===== src/rtl/branch_resolve.sv =====
`default_nettype none
// +----------------------------------------------------------------------------+
// | branch_resolve: dual-lane branch/JAL resolution, predictor update, fetch   |
// | redirect on mispredict and branch/mispredict performance counters.         |
// | Revision: 1.0                                                              |
// +----------------------------------------------------------------------------+

package branch_resolve_pkg;
  typedef struct packed {
    logic [1:0]  is_branch;
    logic [1:0]  is_jal;
    logic [1:0]  taken;
    logic [31:0] pc0;
    logic [31:0] pc1;
    logic [31:0] target0;
    logic [31:0] target1;
  } ex_bp_info_t;
endpackage

module branch_resolve
  import branch_resolve_pkg::*;
#(
  parameter bit CntSat = 1'b1
) (
  input  logic        clk_i,
  input  logic        rst_ni,
  input  logic [1:0]  ex_valid_i,
  input  logic [1:0]  ex_is_branch_i,
  input  logic [1:0]  ex_is_jal_i,
  input  logic [1:0]  ex_is_comp_i,
  input  logic [31:0] ex_pc0_i,
  input  logic [31:0] ex_pc1_i,
  input  logic [1:0]  ex_ptaken_i,
  input  logic [31:0] ex_ptarget0_i,
  input  logic [31:0] ex_ptarget1_i,
  input  logic [1:0]  ex_taken_i,
  input  logic [31:0] ex_target0_i,
  input  logic [31:0] ex_target1_i,
  input  logic        bp_init_req_i,
  input  logic        cnt_clr_i,
  output ex_bp_info_t ex_bp_info_o,
  output logic        ex_bp_init_o,
  output logic        redirect_o,
  output logic [31:0] redirect_pc_o,
  output logic        squash_lane1_o,
  output logic [31:0] branch_cnt_o,
  output logic [31:0] mispred_cnt_o
);

  localparam int unsigned LANES   = 2;
  localparam logic [31:0] CNT_MAX = 32'hFFFF_FFFF;

  typedef enum logic [0:0] {
    INIT = 1'b0,
    RUN  = 1'b1
  } state_e;

  logic [LANES-1:0][31:0] pc;
  logic [LANES-1:0][31:0] ptgt;
  logic [LANES-1:0][31:0] tgt;
  logic [LANES-1:0][31:0] act_tgt;
  logic [LANES-1:0]       ctl;
  logic [LANES-1:0]       mp_raw;
  logic [LANES-1:0]       act_taken;
  logic [LANES-1:0]       resolve;
  logic [LANES-1:0]       mispred;
  logic                   mp0;
  logic                   res1;
  logic                   mp1;

  assign pc   = {ex_pc1_i, ex_pc0_i};
  assign ptgt = {ex_ptarget1_i, ex_ptarget0_i};
  assign tgt  = {ex_target1_i, ex_target0_i};

  for (genvar i = 0; i < LANES; i++) begin : g_lane
    logic [31:0] fallthru;
    logic        tgt_diff;

    assign fallthru     = pc[i] + (ex_is_comp_i[i] ? 32'd2 : 32'd4);
    assign tgt_diff     = (tgt[i] != ptgt[i]);
    // A JAL is always taken regardless of what the execute stage reported.
    assign act_taken[i] = ex_is_jal_i[i] | ex_taken_i[i];
    assign act_tgt[i]   = act_taken[i] ? tgt[i] : fallthru;
    assign ctl[i]       = ex_valid_i[i] & (ex_is_branch_i[i] | ex_is_jal_i[i]);
    assign mp_raw[i]    = ex_is_jal_i[i]
                        ? (~ex_ptaken_i[i] | tgt_diff)
                        : ((ex_taken_i[i] ^ ex_ptaken_i[i]) | (ex_taken_i[i] & tgt_diff));
  end

  // Lane 1 only counts when the older lane did not redirect the stream.
  assign mp0     = ctl[0] & mp_raw[0];
  assign res1    = ctl[1] & ~mp0;
  assign mp1     = res1 & mp_raw[1];
  assign resolve = {res1, ctl[0]};
  assign mispred = {mp1, mp0};

  function automatic logic [31:0] cnt_next(input logic [31:0] cur, input logic [1:0] inc);
    logic [32:0] sum;
    sum = {1'b0, cur} + {31'd0, inc};
    if (CntSat && sum[32]) begin
      return CNT_MAX;
    end
    return sum[31:0];
  endfunction

  state_e state_q;
  state_e state_d;
  logic   bp_init_q;
  logic   bp_init_d;

  always_ff @(posedge clk_i or negedge rst_ni) begin
    if (!rst_ni) begin
      state_q <= INIT;
    end else begin
      state_q <= state_d;
    end
  end

  // INIT entered from reset still owes its strobe; INIT entered from RUN has
  // already emitted it on the way in.
  always_comb begin
    state_d   = state_q;
    bp_init_d = 1'b0;
    case (state_q)
      INIT: begin
        bp_init_d = ~bp_init_q | bp_init_req_i;
        state_d   = RUN;
      end
      RUN: begin
        if (bp_init_req_i) begin
          bp_init_d = 1'b1;
          state_d   = INIT;
        end
      end
      default: begin
        state_d = INIT;
      end
    endcase
  end

  ex_bp_info_t info_q;
  ex_bp_info_t info_d;
  logic        redirect_q;
  logic        redirect_d;
  logic [31:0] redirect_pc_q;
  logic [31:0] redirect_pc_d;
  logic        squash_q;
  logic        squash_d;
  logic [31:0] branch_cnt_q;
  logic [31:0] branch_cnt_d;
  logic [31:0] mispred_cnt_q;
  logic [31:0] mispred_cnt_d;
  logic [1:0]  br_inc;
  logic [1:0]  mp_inc;

  assign br_inc = {1'b0, resolve[0]} + {1'b0, resolve[1]};
  assign mp_inc = {1'b0, |mispred};

  always_comb begin
    info_d           = '0;
    info_d.is_branch = ex_is_branch_i & resolve & {LANES{~bp_init_d}};
    info_d.is_jal    = ex_is_jal_i & resolve & {LANES{~bp_init_d}};
    info_d.taken     = act_taken;
    info_d.pc0       = ex_pc0_i;
    info_d.pc1       = ex_pc1_i;
    info_d.target0   = act_tgt[0];
    info_d.target1   = act_tgt[1];

    redirect_d    = |mispred;
    redirect_pc_d = redirect_pc_q;
    if (mispred[0]) begin
      redirect_pc_d = act_tgt[0];
    end else if (mispred[1]) begin
      redirect_pc_d = act_tgt[1];
    end
    squash_d = mispred[0] & ex_valid_i[1];

    if (cnt_clr_i) begin
      branch_cnt_d  = '0;
      mispred_cnt_d = '0;
    end else begin
      branch_cnt_d  = cnt_next(branch_cnt_q, br_inc);
      mispred_cnt_d = cnt_next(mispred_cnt_q, mp_inc);
    end
  end

  always_ff @(posedge clk_i or negedge rst_ni) begin
    if (!rst_ni) begin
      info_q        <= '0;
      bp_init_q     <= 1'b0;
      redirect_q    <= 1'b0;
      redirect_pc_q <= '0;
      squash_q      <= 1'b0;
      branch_cnt_q  <= '0;
      mispred_cnt_q <= '0;
    end else begin
      info_q        <= info_d;
      bp_init_q     <= bp_init_d;
      redirect_q    <= redirect_d;
      redirect_pc_q <= redirect_pc_d;
      squash_q      <= squash_d;
      branch_cnt_q  <= branch_cnt_d;
      mispred_cnt_q <= mispred_cnt_d;
    end
  end

  assign ex_bp_info_o   = info_q;
  assign ex_bp_init_o   = bp_init_q;
  assign redirect_o     = redirect_q;
  assign redirect_pc_o  = redirect_pc_q;
  assign squash_lane1_o = squash_q;
  assign branch_cnt_o   = branch_cnt_q;
  assign mispred_cnt_o  = mispred_cnt_q;

endmodule

`default_nettype wire


===== config.mk =====
export PLATFORM = sky130hd
export DESIGN_NAME = branch_resolve
export DESIGN_NICKNAME = d
export VERILOG_FILES = /design/src/rtl/branch_resolve.sv
export SDC_FILE = /design/constraint.sdc
export NUM_CORES = 1
export LEC_CHECK = 0
export ABC_CLOCK_PERIOD_IN_PS = 2650
export BUFFER_PORTS_ARGS = -buffer_cell sky130_fd_sc_hd__buf_2
export CORE_AREA = 2 2 172 174
export DETAILED_ROUTE_END_ITERATION = 16
export DIE_AREA = 0 0 174 176
export GPL_ROUTABILITY_DRIVEN = 0
export PLACE_DENSITY = 0.7
export SLEW_MARGIN = 15
export SYNTH_ARGS = -nofsm -noshare
export SYNTH_HDL_FRONTEND = slang
export SYNTH_SLANG_ARGS = --single-unit

===== constraint.sdc =====
create_clock -name clk_i -period 2.65 [get_ports clk_i]
set_input_delay 0.3975 -clock clk_i [delete_from_list [all_inputs] [get_ports clk_i]]
set_output_delay 0.3975 -clock clk_i [all_outputs]
set_load 0.02 [all_outputs]

==> impl_metrics.toml <==
[outcome]
status = "complete, but fails checks"
violations = "negative setup slack"

[sta]
clock_skew_ns = 0.00779
slew_viol_final = 0
relSlewSlack_pct = 33.9
fmax_mhz = 293
fin_ws_ns = -0.764
worstMarginPinSlew_ns = 0.991
rsz0062_at_grt = "yes"
final_hold_viol_count = 0
finalSetupViolCount = 64
fin_crit_sh_pct = 129
post-route-min-period_ns = 3.41
holdWs_ns = 0.0252

[detailed_routing]
drt_iter0_drc = 1001
firstDrtPassIters = 6
antenna_left = 0
wl_per_cell_um = 20.7
via_count = 11800
remaining_drc_errors = 0
vias_per_cell = 5.47
routed_wl_mm = 44.6

[cells_and_area]
fillers = 2466
multi_input_area_um2 = 5680
final_core_util_pct = 59.6
final_common_cell = "buf_2"
nNetsFinal = 1967
area_growth_pct = 49.7
final_cell_mix = "buf_2, dfrtp_1, buf_4"
regArea_um2 = 5860
drive_above_1_share_pct = 43.9

[power]
ir_worst_vdd_mv = 0.405
power_mw = 9.66
p_per_area_nw_per_um2 = 568
leakagePower_nw = 7.93

[logic_synthesis]
yosys-top-cells-area = "dfrtp_1, xnor2_1, xor2_1"
synth_top_area_share_pct = 51.6
synth_edf_count = 0
syn_avg_cell_area_um2 = 9.87
synth_top_flop_cell = "dfrtp_1"
synth_area_um2 = 11400
yosys.area.top_type = "dfrtp_1"
synth-seq-cells = 234
async_flop_share_pct = 100
yosysUniqueCellTypes = 50
synthCells = 1151
syn_nets = 1369
ys_warn_count = 0
synth_seq_area_share_pct = 51.6

[worst_setup_path]
cp_data_arrival_time_ns = 3.86
setup.worst_path.class = "primary input to flop"
cp_max_fo = 6
crit_required_ns = 3.10
slowest_stage = "or4_4"
crit_buf_inv = 4
worst_path_largest_cell_delay_ns = 0.56
crit_path_end_kind = "flop"
crit_chain = "buf_8 -> xnor2_4 -> nand4_1 -> or4_4 -> or4_4 -> nand2_4 -> o211ai_1 -> fa_2 -> inv_2 -> ha_4 -> inv_4 -> nor4_4 -> nand4_1 -> or3_4 -> clkbuf_16 -> a21oi_2"
cp_top_family = "simple AND/OR/NAND/NOR gates"
cp-start-kind = "primary input"

[clock_tree]
path_clk_slew_ns = 0.06
clock_latency_ns = 0.53
numClockSinks = 234
cts_made_buffers = 26
cts_buffer_depth = 3
htree_levels = 1
root_buffer = "clkbuf_16"
cts_tree = "yes"

[die]
start_util_pct = 39.8
die_w_um = 174
core_area_um2 = 28500
rows = 62
die_y_um = 176
io_pins = 441
fp.dieArea_um2 = 30600

[job]
maxCapViolations = 0

[global_route]
grt_antenna_before_repair = 2
grt_pass1_wl_mm = 66.2
first_global_vias = 11400
grt.overflow.total = 0
track_usage_pct = 27.9
grt_max_degree = 78

[worst_hold_path]
min_path_type = "primary input to flop"

[placed_design]
port_buffers = 440
post-dp-hpwl_mm = 33.4
==> power by group <==
part | leakage (nW) | internal [mW] | total [mW] | switching [mW]
Combinational | 4.59 | 0.751 | 1.93 | 1.18
Clock | 0.454 | 2.37 | 3.84 | 1.47
Sequential | 2.88 | 3.80 | 3.90 | 0.100
==> final cells by class <==
| cell class | instances | share of cell area [%] |
|---|---|---|
| Clock buffer | 39 | 4.71 |
| Inverter | 22 | 0.500 |
| Tap cell | 384 | 2.83 |
| Multi-Input combinational cell | 829 | 33.4 |
| Timing Repair Buffer | 636 | 23.4 |
| Clock inverter | 8 | 0.714 |
| Antenna cell | 2 | 0.0294 |
| Sequential cell | 234 | 34.4 |
==> worst paths after layout <==
path | startpoint | endpoint | slack (ns) | cells after the start
setup / recovery | ex_ptarget0_i[13] | branch_cnt_o[6] | -0.76 | 16
hold / removal | ex_pc1_i[29] | ex_bp_info_o[93] | 0.03 | 1
setup reg to reg | branch_cnt_o[0] | branch_cnt_o[6] | 0.35 | 10
hold reg to reg | state_q | state_q | 0.44 | 1
max in group asynchronous | rst_ni | branch_cnt_o[18] | 1.40 | 3
min in group asynchronous | rst_ni | mispred_cnt_o[25] | 0.46 | 2
==> flip-flops by register name (all words and copies together), names as in the netlist <==
name,flops
redirect_o,1
branch_cnt_o,32
redirect_pc_o,32
squash_lane1_o,1
mispred_cnt_o,32
state_q,1
ex_bp_info_o,134
ex_bp_init_o,1
==> Yosys cell counts, types with 6 or more instances <==
master / instances
a21o_1: 6
a21oi_1: 68
a2bb2oi_1: 13
a31oi_1: 38
and3_1: 23
and4_1: 12
buf_2: 7
clkbuf_1: 57
dfrtp_1: 234
ha_1: 7
inv_1: 21
nand2_1: 116
nand3_1: 77
nand4_1: 53
nor2_1: 50
nor3_1: 36
nor4_1: 12
o21ai_0: 63
o31ai_1: 24
or3_1: 9
or4_1: 20
xnor2_1: 88
xor2_1: 64
==> worst reg2reg max path, stage by stage, from the launching register on <==
cell	delay [ns]
dfrtp_1	0.38
inv_1	0.08
fa_2	0.41
inv_2	0.08
ha_4	0.14
inv_4	0.04
nor4_4	0.16
nand4_1	0.16
or3_4	0.45
clkbuf_16	0.19
a21oi_2	0.14
==> logic make-up (layout without fill, tap and decap cells) <==
family | Yosys count | after routing | share of synthesized area, %
multiplexers | 5 | 5 | 0.474
AND/OR/NAND/NOR | 428 | 428 | 19.5
buffers and inverters | 88 | 705 | 2.99
adder cells (fa/ha/maj) | 10 | 10 | 1.30
XOR/XNOR | 152 | 152 | 11.7
flip-flops | 234 | 234 | 51.6
AO/OA/AOI/OAI | 234 | 234 | 12.5
other | 0 | 2 | 0
==> metal layers <==
| layer | up-vias | share of wire [%] | global-route usage, % |
|---|---|---|---|
| li1 | 5342 | - | - |
| met1 | 5717 | 40 | 36.7 |
| met2 | 620 | 47 | 46.6 |
| met3 | 102 | 8.8 | 5.49 |
| met4 | 0 | 3.3 | 8.79 |
| met5 | - | 0 | 0 |
==> metrics by stage <==
step           std cells  TNS [ns]  area (µm²)  setup slack [ns]
3_3_place_gp        2075    -98.09       15200             -1.48
3_5_place_dp        2075    -96.54       15200             -1.50
6_report            2154    -30.84       17000            -0.764
5_1_grt             2154    -34.57       17000            -0.821
2_1_floorplan       1151    -60.43       11500             -1.33
4_1_cts             2143    -23.22       16600            -0.620
==> repair_timing <==
action,CTS,global route
endpoints found under the setup margin,64,72
gates cloned,3,4
hold buffers,10,0
hold endpoints to repair,81,0
pin swaps,14,15
setup buffers,8,6
resized for setup,91,52
No activity file was read; power rests on OpenSTA's default activity.
